<file path="src/rtl/keypad_pkg.sv">
// keypad_pkg
//   Shared definitions for the keypad front end and the passcode/arming block:
//   scan FSM states, key code type, column reset pattern, one-hot helpers and
//   the stored passcode digit codes.
package keypad_pkg;

  typedef enum logic [1:0] {
    SCAN     = 2'd0,
    DEBOUNCE = 2'd1,
    PRESSED  = 2'd2,
    RELEASE  = 2'd3
  } scan_state_t;

  typedef logic [3:0] key_code_t;

  localparam logic [3:0] COL_RESET = 4'b1000;

  // Passcode digits as {row_idx,col_idx}
  localparam key_code_t DIGIT_1 = 4'b0000;
  localparam key_code_t DIGIT_8 = 4'b1001;
  localparam key_code_t DIGIT_6 = 4'b0110;
  localparam key_code_t DIGIT_5 = 4'b0101;

  // bit3 is line 0, so the index counts down from the MSB
  function automatic logic [1:0] onehot_to_idx(input logic [3:0] oh);
    logic [1:0] idx;
    idx = 2'd0;
    case (oh)
      4'b1000: idx = 2'd0;
      4'b0100: idx = 2'd1;
      4'b0010: idx = 2'd2;
      4'b0001: idx = 2'd3;
      default: idx = 2'd0;
    endcase
    return idx;
  endfunction

  function automatic logic is_onehot(input logic [3:0] v);
    return (v != 4'b0000) && ((v & (v - 4'd1)) == 4'b0000);
  endfunction

endpackage

</file>
<file path="src/rtl/keypad_scanner_if.sv">
// keypad_scanner_if
//   Keypad-side and key-event signals of the scanner.
//   row        raw row lines from the keypad (asynchronous, bit3 = row 0)
//   col        one-hot column drive (bit3 = col 0)
//   key_valid  single-cycle pulse per accepted press
//   key_code   {row_idx,col_idx} of the last accepted key
//   key_held   high from key_valid until the release is debounced
//   slave  : the scanner
//   master : the keypad / consumer side
interface keypad_scanner_if;
  import keypad_pkg::*;

  logic [3:0] row;
  logic [3:0] col;
  logic       key_valid;
  key_code_t  key_code;
  logic       key_held;

  modport slave  (input  row, output col, key_valid, key_code, key_held);
  modport master (output row, input  col, key_valid, key_code, key_held);

endinterface

</file>
<file path="src/rtl/sync_2ff.sv">
// sync_2ff
//   Two-flop synchronizer for asynchronous level inputs.
//   clk  in  clock
//   rst  in  asynchronous reset, active-low; clears both stages
//   d    in  asynchronous input
//   q    out synchronized output
module sync_2ff #(
  parameter int WIDTH = 4
) (
  input  logic             clk,
  input  logic             rst,
  input  logic [WIDTH-1:0] d,
  output logic [WIDTH-1:0] q
);

  logic [WIDTH-1:0] meta;

  always_ff @(posedge clk or negedge rst) begin
    if (!rst) begin
      meta <= '0;
      q    <= '0;
    end else begin
      meta <= d;
      q    <= meta;
    end
  end

endmodule

</file>
<file path="src/rtl/keypad_scanner.sv">
// keypad_scanner
//   4x4 keypad front end: sweeps the columns, synchronizes and debounces the
//   rows on both press and release, and emits one key_valid pulse per press.
//   clk   in  system clock, rising edge
//   rst   in  asynchronous reset, active-low
//   kp    keypad_scanner_if.slave (row in; col, key_valid, key_code, key_held out)
//
//   state    | meaning
//   ---------+------------------------------------------------------------
//   SCAN     | rotating columns, row_s checked on the last dwell cycle
//   DEBOUNCE | column frozen, counting samples equal to the captured row
//   PRESSED  | key accepted, waiting for the row lines to go quiet
//   RELEASE  | counting consecutive quiet samples before resuming the scan
module keypad_scanner
  import keypad_pkg::*;
#(
  parameter int SCAN_DIV     = 4,
  parameter int DEBOUNCE_CNT = 8
) (
  input  logic              clk,
  input  logic              rst,
  keypad_scanner_if.slave   kp
);

  localparam int DW = $clog2(SCAN_DIV) + 1;
  localparam int CW = $clog2(DEBOUNCE_CNT) + 1;

  localparam logic [DW-1:0] DWELL_LAST = DW'(SCAN_DIV - 1);
  localparam logic [CW-1:0] DEB_LAST   = CW'(DEBOUNCE_CNT - 1);
  localparam logic [CW-1:0] CNT_MAX    = '1;

  logic [3:0]    row_s;

  scan_state_t   state, state_nxt;
  logic [DW-1:0] dwell, dwell_nxt;
  logic [CW-1:0] deb_cnt, deb_nxt;
  logic [3:0]    col_q, col_nxt;
  logic [3:0]    row_cap, row_cap_nxt;
  logic [3:0]    col_cap, col_cap_nxt;
  logic          valid_q, valid_nxt;
  key_code_t     code_q, code_nxt;
  logic          held_q, held_nxt;

  logic [3:0]    col_rot;
  logic [CW-1:0] deb_inc;

  sync_2ff #(.WIDTH(4)) u_sync (
    .clk (clk),
    .rst (rst),
    .d   (kp.row),
    .q   (row_s)
  );

  assign col_rot = {col_q[0], col_q[3:1]};
  assign deb_inc = (deb_cnt == CNT_MAX) ? deb_cnt : deb_cnt + CW'(1);

  always_ff @(posedge clk or negedge rst) begin
    if (!rst) begin
      state   <= SCAN;
      dwell   <= '0;
      deb_cnt <= '0;
      col_q   <= COL_RESET;
      row_cap <= 4'b0000;
      col_cap <= 4'b0000;
      valid_q <= 1'b0;
      code_q  <= 4'b0000;
      held_q  <= 1'b0;
    end else begin
      state   <= state_nxt;
      dwell   <= dwell_nxt;
      deb_cnt <= deb_nxt;
      col_q   <= col_nxt;
      row_cap <= row_cap_nxt;
      col_cap <= col_cap_nxt;
      valid_q <= valid_nxt;
      code_q  <= code_nxt;
      held_q  <= held_nxt;
    end
  end

  always_comb begin
    state_nxt   = state;
    dwell_nxt   = dwell;
    deb_nxt     = deb_cnt;
    col_nxt     = col_q;
    row_cap_nxt = row_cap;
    col_cap_nxt = col_cap;
    valid_nxt   = 1'b0;
    code_nxt    = code_q;
    held_nxt    = held_q;

    case (state)
      SCAN: begin
        // Rows get SCAN_DIV-1 cycles (two of them in the synchronizer) to
        // settle after a column change before they are looked at.
        if (dwell == DWELL_LAST) begin
          dwell_nxt = '0;
          if (is_onehot(row_s)) begin
            row_cap_nxt = row_s;
            col_cap_nxt = col_q;
            deb_nxt     = '0;
            state_nxt   = DEBOUNCE;
          end else begin
            // Nothing pressed, or a ghost pattern with two rows in this column
            col_nxt = col_rot;
          end
        end else begin
          dwell_nxt = dwell + DW'(1);
        end
      end

      DEBOUNCE: begin
        if (row_s == row_cap) begin
          deb_nxt = deb_inc;
          if (deb_cnt == DEB_LAST) begin
            valid_nxt = 1'b1;
            code_nxt  = {onehot_to_idx(row_cap), onehot_to_idx(col_cap)};
            held_nxt  = 1'b1;
            state_nxt = PRESSED;
          end
        end else begin
          state_nxt = SCAN;
          col_nxt   = col_rot;
          dwell_nxt = '0;
        end
      end

      PRESSED: begin
        // Column stays frozen, so a second key elsewhere is invisible and a
        // second key in this column only keeps the rows busy.
        if (row_s == 4'b0000) begin
          deb_nxt   = '0;
          state_nxt = RELEASE;
        end
      end

      RELEASE: begin
        if (row_s == 4'b0000) begin
          deb_nxt = deb_inc;
          if (deb_cnt == DEB_LAST) begin
            held_nxt  = 1'b0;
            state_nxt = SCAN;
            col_nxt   = col_rot;
            dwell_nxt = '0;
          end
        end else begin
          state_nxt = PRESSED;
        end
      end

      default: state_nxt = SCAN;
    endcase
  end

  assign kp.col       = col_q;
  assign kp.key_valid = valid_q;
  assign kp.key_code  = code_q;
  assign kp.key_held  = held_q;

endmodule

</file>
<file path="src/flat_wrapper.sv">
// flat-port wrapper written by rule: the top's interface ports become plain ports
module keypad_scanner_flat import keypad_pkg::*;
#(
  parameter int SCAN_DIV     = 4,
  parameter int DEBOUNCE_CNT = 8
)
  (clk, rst, kp_row, kp_col, kp_key_valid, kp_key_code, kp_key_held);
  keypad_scanner_if kp_i ();
  input  logic clk;
  input  logic rst;
  input wire logic [$bits(kp_i.row)-1:0] kp_row;
  output wire logic [$bits(kp_i.col)-1:0] kp_col;
  output wire logic [$bits(kp_i.key_valid)-1:0] kp_key_valid;
  output wire logic [$bits(kp_i.key_code)-1:0] kp_key_code;
  output wire logic [$bits(kp_i.key_held)-1:0] kp_key_held;
  assign kp_i.row = kp_row;
  assign kp_col = kp_i.col;
  assign kp_key_valid = kp_i.key_valid;
  assign kp_key_code = kp_i.key_code;
  assign kp_key_held = kp_i.key_held;
  keypad_scanner #(.SCAN_DIV(SCAN_DIV), .DEBOUNCE_CNT(DEBOUNCE_CNT)) u_core (.clk(clk), .rst(rst), .kp(kp_i));
endmodule
</file>
<file path="config.mk">
export PLATFORM = sky130hd
export DESIGN_NAME = keypad_scanner_flat
export DESIGN_NICKNAME = d
export VERILOG_FILES = /design/src/rtl/keypad_pkg.sv /design/src/rtl/keypad_scanner_if.sv /design/src/rtl/sync_2ff.sv /design/src/rtl/keypad_scanner.sv /design/src/flat_wrapper.sv
export SDC_FILE = /design/constraint.sdc
export NUM_CORES = 1
export LEC_CHECK = 0
export CORE_ASPECT_RATIO = 1.75
export CORE_MARGIN = 4
export CORE_UTILIZATION = 52
export DETAILED_ROUTE_END_ITERATION = 8
export PLACE_DENSITY = 0.84
export SYNTH_ARGS = -nofsm -noshare
export SYNTH_HDL_FRONTEND = slang
export SYNTH_SLANG_ARGS = --single-unit
</file>
<file path="constraint.sdc">
create_clock -name clk -period 5.5 [get_ports clk]
set_input_delay 1.1 -clock clk [delete_from_list [all_inputs] [get_ports clk]]
set_output_delay 1.1 -clock clk [all_outputs]
set_load 0.02 [all_outputs]
</file>
== After elaboration in Yosys (flattened, before gate mapping) ==
Index checks and enable logic that the tools add are counted.

* Memory bits (read-only): 0
* Register bits: 35
* Memory bits (writable): 0
* Input bits: 6
* Memories kept: 0
* Bits in latches: 0

* Equal/unequal tests: 24
* $add $sub $neg: 3
* Div/mod/pow operators: 0
* Muxes and demuxes: 36
* Multipliers: 0
* Bitwise operators: 1
* Reduce and logical (&&, ||, !) cells: 14
* Magnitude comparators: 0
* Shift-type cells: 0

{| class="wikitable"
|+ Operator list
! cell !! number
|-
| 2-to-1 mux 4 bit || 11
|-
| one-hot mux 4 bit (4 select lines) || 1
|-
| AND reduction 5 bit || 3
|-
| 2-to-1 mux 2 bit || 7
|-
| inequality test 2 x 1 -> 1 bit (second input constant) || 7
|-
| == test 4 x 3 -> 1 bit (second input constant) || 3
|-
| 2-to-1 mux 3 bit || 4
|-
| one-hot mux 2 bit (3 select lines) || 2
|-
| one-hot mux 4 bit (3 select lines) || 1
|-
| one-hot mux 3 bit (3 select lines) || 1
|-
| == test 4 x 1 -> 1 bit (second input constant) || 2
|-
| == test 4 x 2 -> 1 bit (second input constant) || 2
|-
| zero test 4 bit || 2
|-
| one-hot mux 2 bit (4 select lines) || 1
|-
| 2-to-1 mux 1 bit || 7
|-
| AND reduction 3 bit || 2
|-
| AND reduction 6 bit || 1
|-
| adder 4 x 1 -> 4 bit (second input constant) || 1
|-
| bitwise AND 4 bit || 1
|-
| == test 2 bit (second input constant) || 2
|-
| == test 4 bit || 1
|-
| == test 4 bit (second input constant) || 1
|-
| inequality test 2 bit (second input constant) || 2
|-
| AND reduction 4 bit || 1
|-
| 12 further kinds || 12
|}

== Longest topological paths before layout ==
Gate-level depths: netlist (run 1).

* Depth in word-level cells: 7
* Depth in mapped cells: 7
* Depth with buffers taken out: 6

== Modules after synthesis ==
A second synthesis (run 1) with hierarchy kept.

* Cell total of the unflattened synthesis: 140
* Area, all modules: 1702.9 sq um

{| class="wikitable"
|+ By module, submodules not included
! module !! cells each !! times used !! area each (sq um)
|-
| keypad_scanner || 132 || 1 || 1502.7
|-
| sync_2ff || 8 || 1 || 200.2
|}

== Worst setup path after synthesis (run 1) ==
No wires, ideal clock.

* Path type: register to register
* Start: register u_core.row_cap[0]
* End: register u_core.col_q[0] (netlist: u_core.kp.col[0])
* Setup slack: 3743 ps
* Stages on the path, launching flop included: 6
* Setup time: 125 ps
* Path buffers: 0
* Arrival time: 1632 ps
* Cells stage by stage: dfrtp_1 -> xor2_1 -> nor4_4 -> o221ai_2 -> o21ai_2 -> mux2_2

* Longest elaborated chain between the ends: 3

{| class="wikitable"
|+ RTL lines
! element !! line !! RTL
|-
| from (decl) || keypad_scanner.sv:38 || <nowiki>logic [3:0] row_cap, row_cap_nxt;</nowiki>
|-
| from (signal assigned) || keypad_scanner.sv:73 || <nowiki>row_cap <= row_cap_nxt;</nowiki>
|-
| == test 4 bit || keypad_scanner.sv:113 || <nowiki>if (row_s == row_cap) begin</nowiki>
|-
| inequality test 2 bit (no line) || n/a ||
|-
| AND reduction 6 bit (no line) || n/a ||
|-
| to (signal assigned) || keypad_scanner.sv:72 || <nowiki>col_q <= col_nxt;</nowiki>
|-
| to (decl) || keypad_scanner.sv:37 || <nowiki>logic [3:0] col_q, col_nxt;</nowiki>
|}

Every way passes these cells.
A chain may end at the register's enable or synchronous reset.

== Worst setup path after layout (run 1) ==
* Start: register u_core.col_q[3] (netlist: u_core.kp.col[3])
* End: output kp_col[3]

{| class="wikitable"
|+ RTL lines
! element !! line !! RTL
|-
| to (decl) || flat_wrapper.sv:12 || <nowiki>output wire logic [$bits(kp_i.col)-1:0] kp_col;</nowiki>
|}

No word-level cell between the ends.

==> run metrics, run 1 <==
status finished, final reports clean; core area between 2000 and 3000 um^2; final design area excluding fillers 1850 um^2; Startpoint Class flip-flop; Worst Path Max Fanout 4; # rows 26; met2 Use GR approximately a third; clock power share 30.7%; GRT overflow 0; Area growth, synth to finish 18.2%; Starting Density 54.0%; Hold Path Class reg2reg; P_leak 0.000839 uW; share of cells above drive strength 1 ~23%; Crit Path Class reg2out; final core occ 63.8%; DRC viols 0; Primary FF master, synth dfrtp_1; Mapped Cells 120; Hold Path Depth 0; Slew @ Worst Pin about 550 ps; Crit path largest cell delay about 600 ps; Max-Cap Viols 0; total die area ~4000 um^2; vias in the first global route between 1k and 1.5k; Final period util between 40% and 50%; Async SR Flop Fraction 100%; initial antenna violation count 0; drt total wl between 3000 and 4000 um; post-synthesis sequential area ratio 56.1%; Post-Layout Cell Count 170; synth unique cells between 40 and 50; Final Hold Viols 0; sw frac approximately 29%; Slowest-stage cell, CP clkdlybuf4s50_1; Post-Syn Area per Cell around 13 um^2; Yosys reg bits 35; met1 usage between 10% and 20%; post-DP HPWL ~2100 um; Psw between 150 and 200 uW; Register Area ~880 um^2; number of inserted diodes 0; cts hold-fix bufs 0; Yosys warning count 0; Num CTS Buffers 5; DR vias approximately 1.0k; CP Depth 1; DR pass1 iterations 4; Port-buffer cells 15; CTS Sinks 35; wire per inst around 18 um; H-tree depth 2; die height 80.6 um; CP endpoint kind output port; Ports 16; Worst Reg-to-Reg Cells 4; dpl cell area around 1700 um^2; min cycle time layout 2530 ps; post-DR vias/cell approximately 6; Fmax between 0.3 and 0.4 GHz; Slew headroom roughly 63%; Worst Skew 10.1 ps; TritonCTS clock tree built; GR Util All Layers roughly 18%; Post-Synthesis Net Count between 100 and 150; Worst Path Arrival around 1400 ps; largest net degree at the start of global routing 36; GR peak layer met2; CP delay by family, top buffers and inverters; Die X 49.5 um; dpl cells approximately 160; cell area after synthesis approximately 1600 um^2; 1st-iter DRT viols 23; Pint approximately 460 uW; Gate power share 20.5%; post-CTS resize count 0; routability cong. 0.785; CTS Root Cell clkbuf_8; Post-synth EDFFs 0; # Post-CTS Setup Buffers 0; CTS max path bufs 2; first-pass GRT wire length between 5000 and 6000 um; Final nets roughly 150; fillcell total 210; Final Max Slew Viols 0; Seq pwr share 48.8%; Global Route met3 Usage roughly 5.8%; Clk pin slew, worst setup/hold paths around 70 ps; Routed Antenna Nets 0; Worst Path Buf+Inv 1; sequence of cells on the critical path clkdlybuf4s50_1; setup TNS 0 ps; PwrDens roughly 350 nW/um^2; RSZ-0062 raised after global routing no; Worst EP required roughly 4400 ps; Max VDD drop ~0.00021 V; # setup viols final 0; clk_lat worst skew 290 ps; multi-input logic area roughly 660 um^2
## power groups by stage
stage / Sequential [uW] / Clock [uW] / Combinational [uW]
detailed placement: 325 / 0 / 134
CTS: 320 / 206 / 135
global placement: 321 / 0 / 126
global route: 324 / 217 / 149
floorplan: 314 / 0 / 109
finish: 320 / 201 / 134
## sequential cells by signal (all words and copies together) (netlist names)
signal	flops
u_core.col_cap	4
u_core.deb_cnt	4
u_core.kp.col	4
u_core.kp.key_code	4
u_core.row_cap	4
u_core.u_sync.meta	4
u_core.u_sync.q	4
u_core.dwell	3
u_core.state	2
u_core.kp.key_held	1
u_core.kp.key_valid	1
## layout by cell type (no fill, tap or decap), types with 2 or more instances in the layout
| cell type | netlist | routed |
|---|---|---|
| dfrtp_1 | 34 | 34 |
| clkdlybuf4s50_1 | 0 | 15 |
| mux2_2 | 12 | 12 |
| nand2_1 | 10 | 10 |
| clkbuf_8 | 0 | 7 |
| inv_1 | 6 | 6 |
| o21ai_0 | 6 | 6 |
| xor2_1 | 5 | 5 |
| xnor2_1 | 4 | 4 |
| nor2_1 | 3 | 3 |
| o41ai_2 | 3 | 3 |
| nor2b_1 | 2 | 2 |
| nand4_1 | 2 | 2 |
| a21oi_1 | 2 | 2 |
| ha_1 | 2 | 2 |
## area by class of cell
cell class	instances	share of cell area, %
clock buffer	8	5.42
inverter	6	1.22
multi-input combinational	77	35.5
sequential	35	47.5
tap	28	1.90
timing repair buffer	16	8.53
## final timing paths
kind / startpoint / to / slack (ps)
max: u_core.kp.col[3]$_DFFE_PN1P_ / kp_col[3] / 2970
min: u_core.u_sync.meta[0]$_DFF_PN0_ / u_core.u_sync.q[0]$_DFF_PN0_ / 350
max reg2reg: u_core.row_cap[0]$_DFFE_PN0P_ / u_core.kp.key_code[0]$_DFFE_PN0P_ / 3490
min reg2reg: u_core.u_sync.meta[0]$_DFF_PN0_ / u_core.u_sync.q[0]$_DFF_PN0_ / 350
max in group asynchronous: rst / u_core.kp.col[3]$_DFFE_PN1P_ / 3940
min in group asynchronous: rst / u_core.deb_cnt[3]$_DFFE_PN0P_ / 1210
## per-layer routing
metal / up-vias / share of wire (%)
met5: - / 0
met4: 0 / 2.3
met3: 9 / 5.1
met2: 25 / 55
met1: 519 / 38
li1: 479 / -
## Yosys cell counts (all sizes together), types with 2 or more instances
master / count / area share (%)
nor2: 4 / 1.1
dfrtp: 34 / 54
nand4: 2 / 0.80
o41ai: 4 / 3.7
nor3: 2 / 1.4
xor2: 5 / 2.8
xnor2: 4 / 2.2
nor2b: 2 / 0.80
ha: 2 / 1.6
a21oi: 2 / 0.64
nand2: 10 / 2.4
o21ai: 7 / 2.5
inv: 6 / 1.4
mux2: 12 / 8.6
## through the flow
| step | hold WS (ps) | worst slack [ps] | total power [uW] |
|---|---|---|---|
| CTS | 357 | 2960 | 661 |
| global route | 358 | 2930 | 690 |
| floorplan | 331 | 3740 | 423 |
| detailed placement | 338 | 3270 | 459 |
| global placement | 332 | 3270 | 447 |
| finish | 355 | 2970 | 656 |
## cell families (layout without fill, tap and decap cells)
group | after synthesis | in the layout | synth area share, %
AO/OA/AOI/OAI | 23 | 23 | 13.5
XOR/XNOR | 9 | 9 | 5.04
adder cells (fa/ha/maj) | 2 | 2 | 1.60
buffers and inverters | 8 | 30 | 2.00
flip-flops | 35 | 35 | 56.1
multiplexers | 12 | 12 | 8.64
AND/OR/NAND/NOR | 31 | 31 | 13.1
Power figures use the tool's default switching activity.
==> inputs of run 2 (changes only) <==
- clock period: 5.5 -> 2.6 ns (I/O delays scaled with it)
==> run metrics, run 2 (synthesis results as in run 1) <==
Ports 16 (unchanged); DRC viols 0 (unchanged); dpl cells 162 (unchanged); Routed Antenna Nets 0 (unchanged); Gate power share 18.5% (-2.0 points); Fmax approximately 0.51 GHz; Worst Path Arrival 1460 ps (+30 ps); Hold Path Depth 0 (unchanged); Final Max Slew Viols 0 (unchanged); CP delay by family, top buffers and inverters; setup TNS 0 ps (unchanged); GRT overflow 0 (unchanged); TritonCTS clock tree built; post-CTS resize count 0 (unchanged); die height 80.6 um (unchanged); Crit Path Class reg2out; Final nets 149 (unchanged); Hold Startpoint u_core.u_sync.meta[3]$_DFF_PN0_; Hold Path End u_core.u_sync.q[3]$_DFF_PN0_; commonest non-fill, non-tap cell in the layout dfrtp_1; CP Depth 1 (unchanged); 1st-iter DRT viols 22 (-4.3%); Pint 1120 uW (+140%); first-pass GRT wire length 5090 um (-2.4%); Port-buffer cells 15 (unchanged); Worst EP required 2080 ps (-2320 ps); GR Util All Layers 17.1% (-0.51 points); clock power share 37.6% (+6.9 points); Post-Layout Cell Count 170 (unchanged); DR pass1 iterations 4 (unchanged); Slowest-stage cell, CP clkdlybuf4s50_1; Worst Skew 4.20 ps (-5.90 ps); Psw 423 uW (+120%); Worst Reg-to-Reg Cells 5 (+1); Worst Path Buf+Inv 1 (unchanged); vias in the first global route 1099 (-0.45%); Critical R2R Capture u_core.kp.col[0]$_DFFE_PN0P_; drt total wl 2920 um (-3.4%); leading cell types in the layout, fill and taps excluded 34 x dfrtp_1, 15 x clkdlybuf4s50_1, 12 x mux2_2, 10 x nand2_1; min cycle time layout 1980 ps; Area growth, synth to finish 20.5%; RSZ-0062 raised after global routing no; DR vias 1014 (-1.7%); # setup viols final 0 (unchanged); cts hold-fix bufs 0 (unchanged); P_leak 0.000852 uW (+1.5%); H-tree depth 2 (unchanged); Startpoint Class flip-flop; r2r setup slk 640 ps (-2850 ps); Slew headroom 64.9% (+1.4 points); Max VDD drop 0.000739 V (+250%); wire per inst 17.2 um (-3.4%); total die area 3980 um^2 (unchanged); Seq pwr share 43.9% (-4.9 points); post-DR vias/cell 5.96 (-1.7%); CTS Root Cell clkbuf_8; # Post-CTS Setup Buffers 0 (unchanged); largest net degree at the start of global routing 36 (unchanged); Final period util about 76%; initial antenna violation count 0 (unchanged); # rows 26 (unchanged); PwrDens 818 nW/um^2 (+130%); Hold Path Class reg2reg; Starting Density 54.0% (unchanged); number of inserted diodes 0 (unchanged); CTS Sinks 35 (unchanged); core area 2900 um^2 (unchanged); final core occ 65.1% (+1.3 points); CTS max path bufs 2 (unchanged); CP endpoint kind output port; post-DP HPWL 2090 um (-1.3%); Num CTS Buffers 5 (unchanged); sequence of cells on the critical path clkdlybuf4s50_1; Crit path largest cell delay 610 ps (about the same); Worst Path Max Fanout 4 (unchanged); worst r2r src u_core.row_cap[0]$_DFFE_PN0P_; share of cells above drive strength 1 23.2% (+0.70 points); routability cong. 0.787 (+0.24%); Clk pin slew, worst setup/hold paths 70 ps (about the same); Final Hold Viols 0 (unchanged); clk_lat worst skew 290 ps (about the same); Max-Cap Viols 0 (unchanged); Die X 49.5 um (unchanged); status finished, final reports clean; worst hold slack 350 ps (-4.67 ps); Slew @ Worst Pin 525 ps (-20.8 ps); sw frac 27.4% (-2.0 points)
-- run 2: changes by cell type in the layout (fill, tap and decap cells not counted), sizes merged --
cell and change:
clkbuf -3, bufinv +2, clkinvlp +1
-- run 2: stage by stage --
stage	total power [uW]	worst slack [ps]	area, um^2
2_1_floorplan	895	843	1560
3_3_place_gp	950	678	1750
3_5_place_dp	971	657	1750
4_1_cts	1550	615	1880
5_1_grt	1620	422	1880
6_report	1540	623	1880
-- run 2: cell type report --
cell class              instances  area [um^2]
well taps                      28         35.0
multi-input cells              77          656
flip-flops and latches         35          877
repair buffers                 16          158
fillers                       206         1010
inverters                       6         22.5
clock inverters                 3         67.6
clock buffers                   5         68.8
-- run 2: per-layer routing --
metal / track usage (%) / wire length, um / up-vias
li1: - / - / 474
met1: 17.7 / 1120 / 508
met2: 31.6 / 1630 / 24
met3: 4.08 / 106 / 8
met4: 8.31 / 73 / 0
met5: 0 / 0 / -
-- run 2: worst reg2reg max path: cells and delay by family (launching register included) --
family	cells	cell delay, ps
AO/OA/AOI/OAI	2	390
AND/OR/NAND/NOR	1	450
XOR/XNOR	1	200
multiplexers	1	370
flip-flops	1	440
-- run 2: worst max-delay path by stage --
stage                                              from                                end  slack, ps
final                      u_core.kp.col[3]$_DFFE_PN1P_                          kp_col[3]        620
after global routing      u_core.row_cap[0]$_DFFE_PN0P_  u_core.kp.key_code[0]$_DFFE_PN0P_        420
after floorplan           u_core.row_cap[0]$_DFFE_PN0P_       u_core.kp.col[0]$_DFFE_PN0P_        840
after global placement    u_core.row_cap[0]$_DFFE_PN0P_  u_core.kp.key_code[0]$_DFFE_PN0P_        680
after CTS                  u_core.kp.col[3]$_DFFE_PN1P_                          kp_col[3]        610
after detailed placement  u_core.row_cap[0]$_DFFE_PN0P_  u_core.kp.key_code[0]$_DFFE_PN0P_        660
-- run 2: power by group through the flow --
stage | sequential (uW) | clock (uW) | combinational (uW)
final | 677 | 579 | 285
after global routing | 686 | 614 | 321
after CTS | 677 | 590 | 287
after detailed placement | 687 | 0 | 285
after global placement | 680 | 0 | 270
after floorplan | 663 | 0 | 231
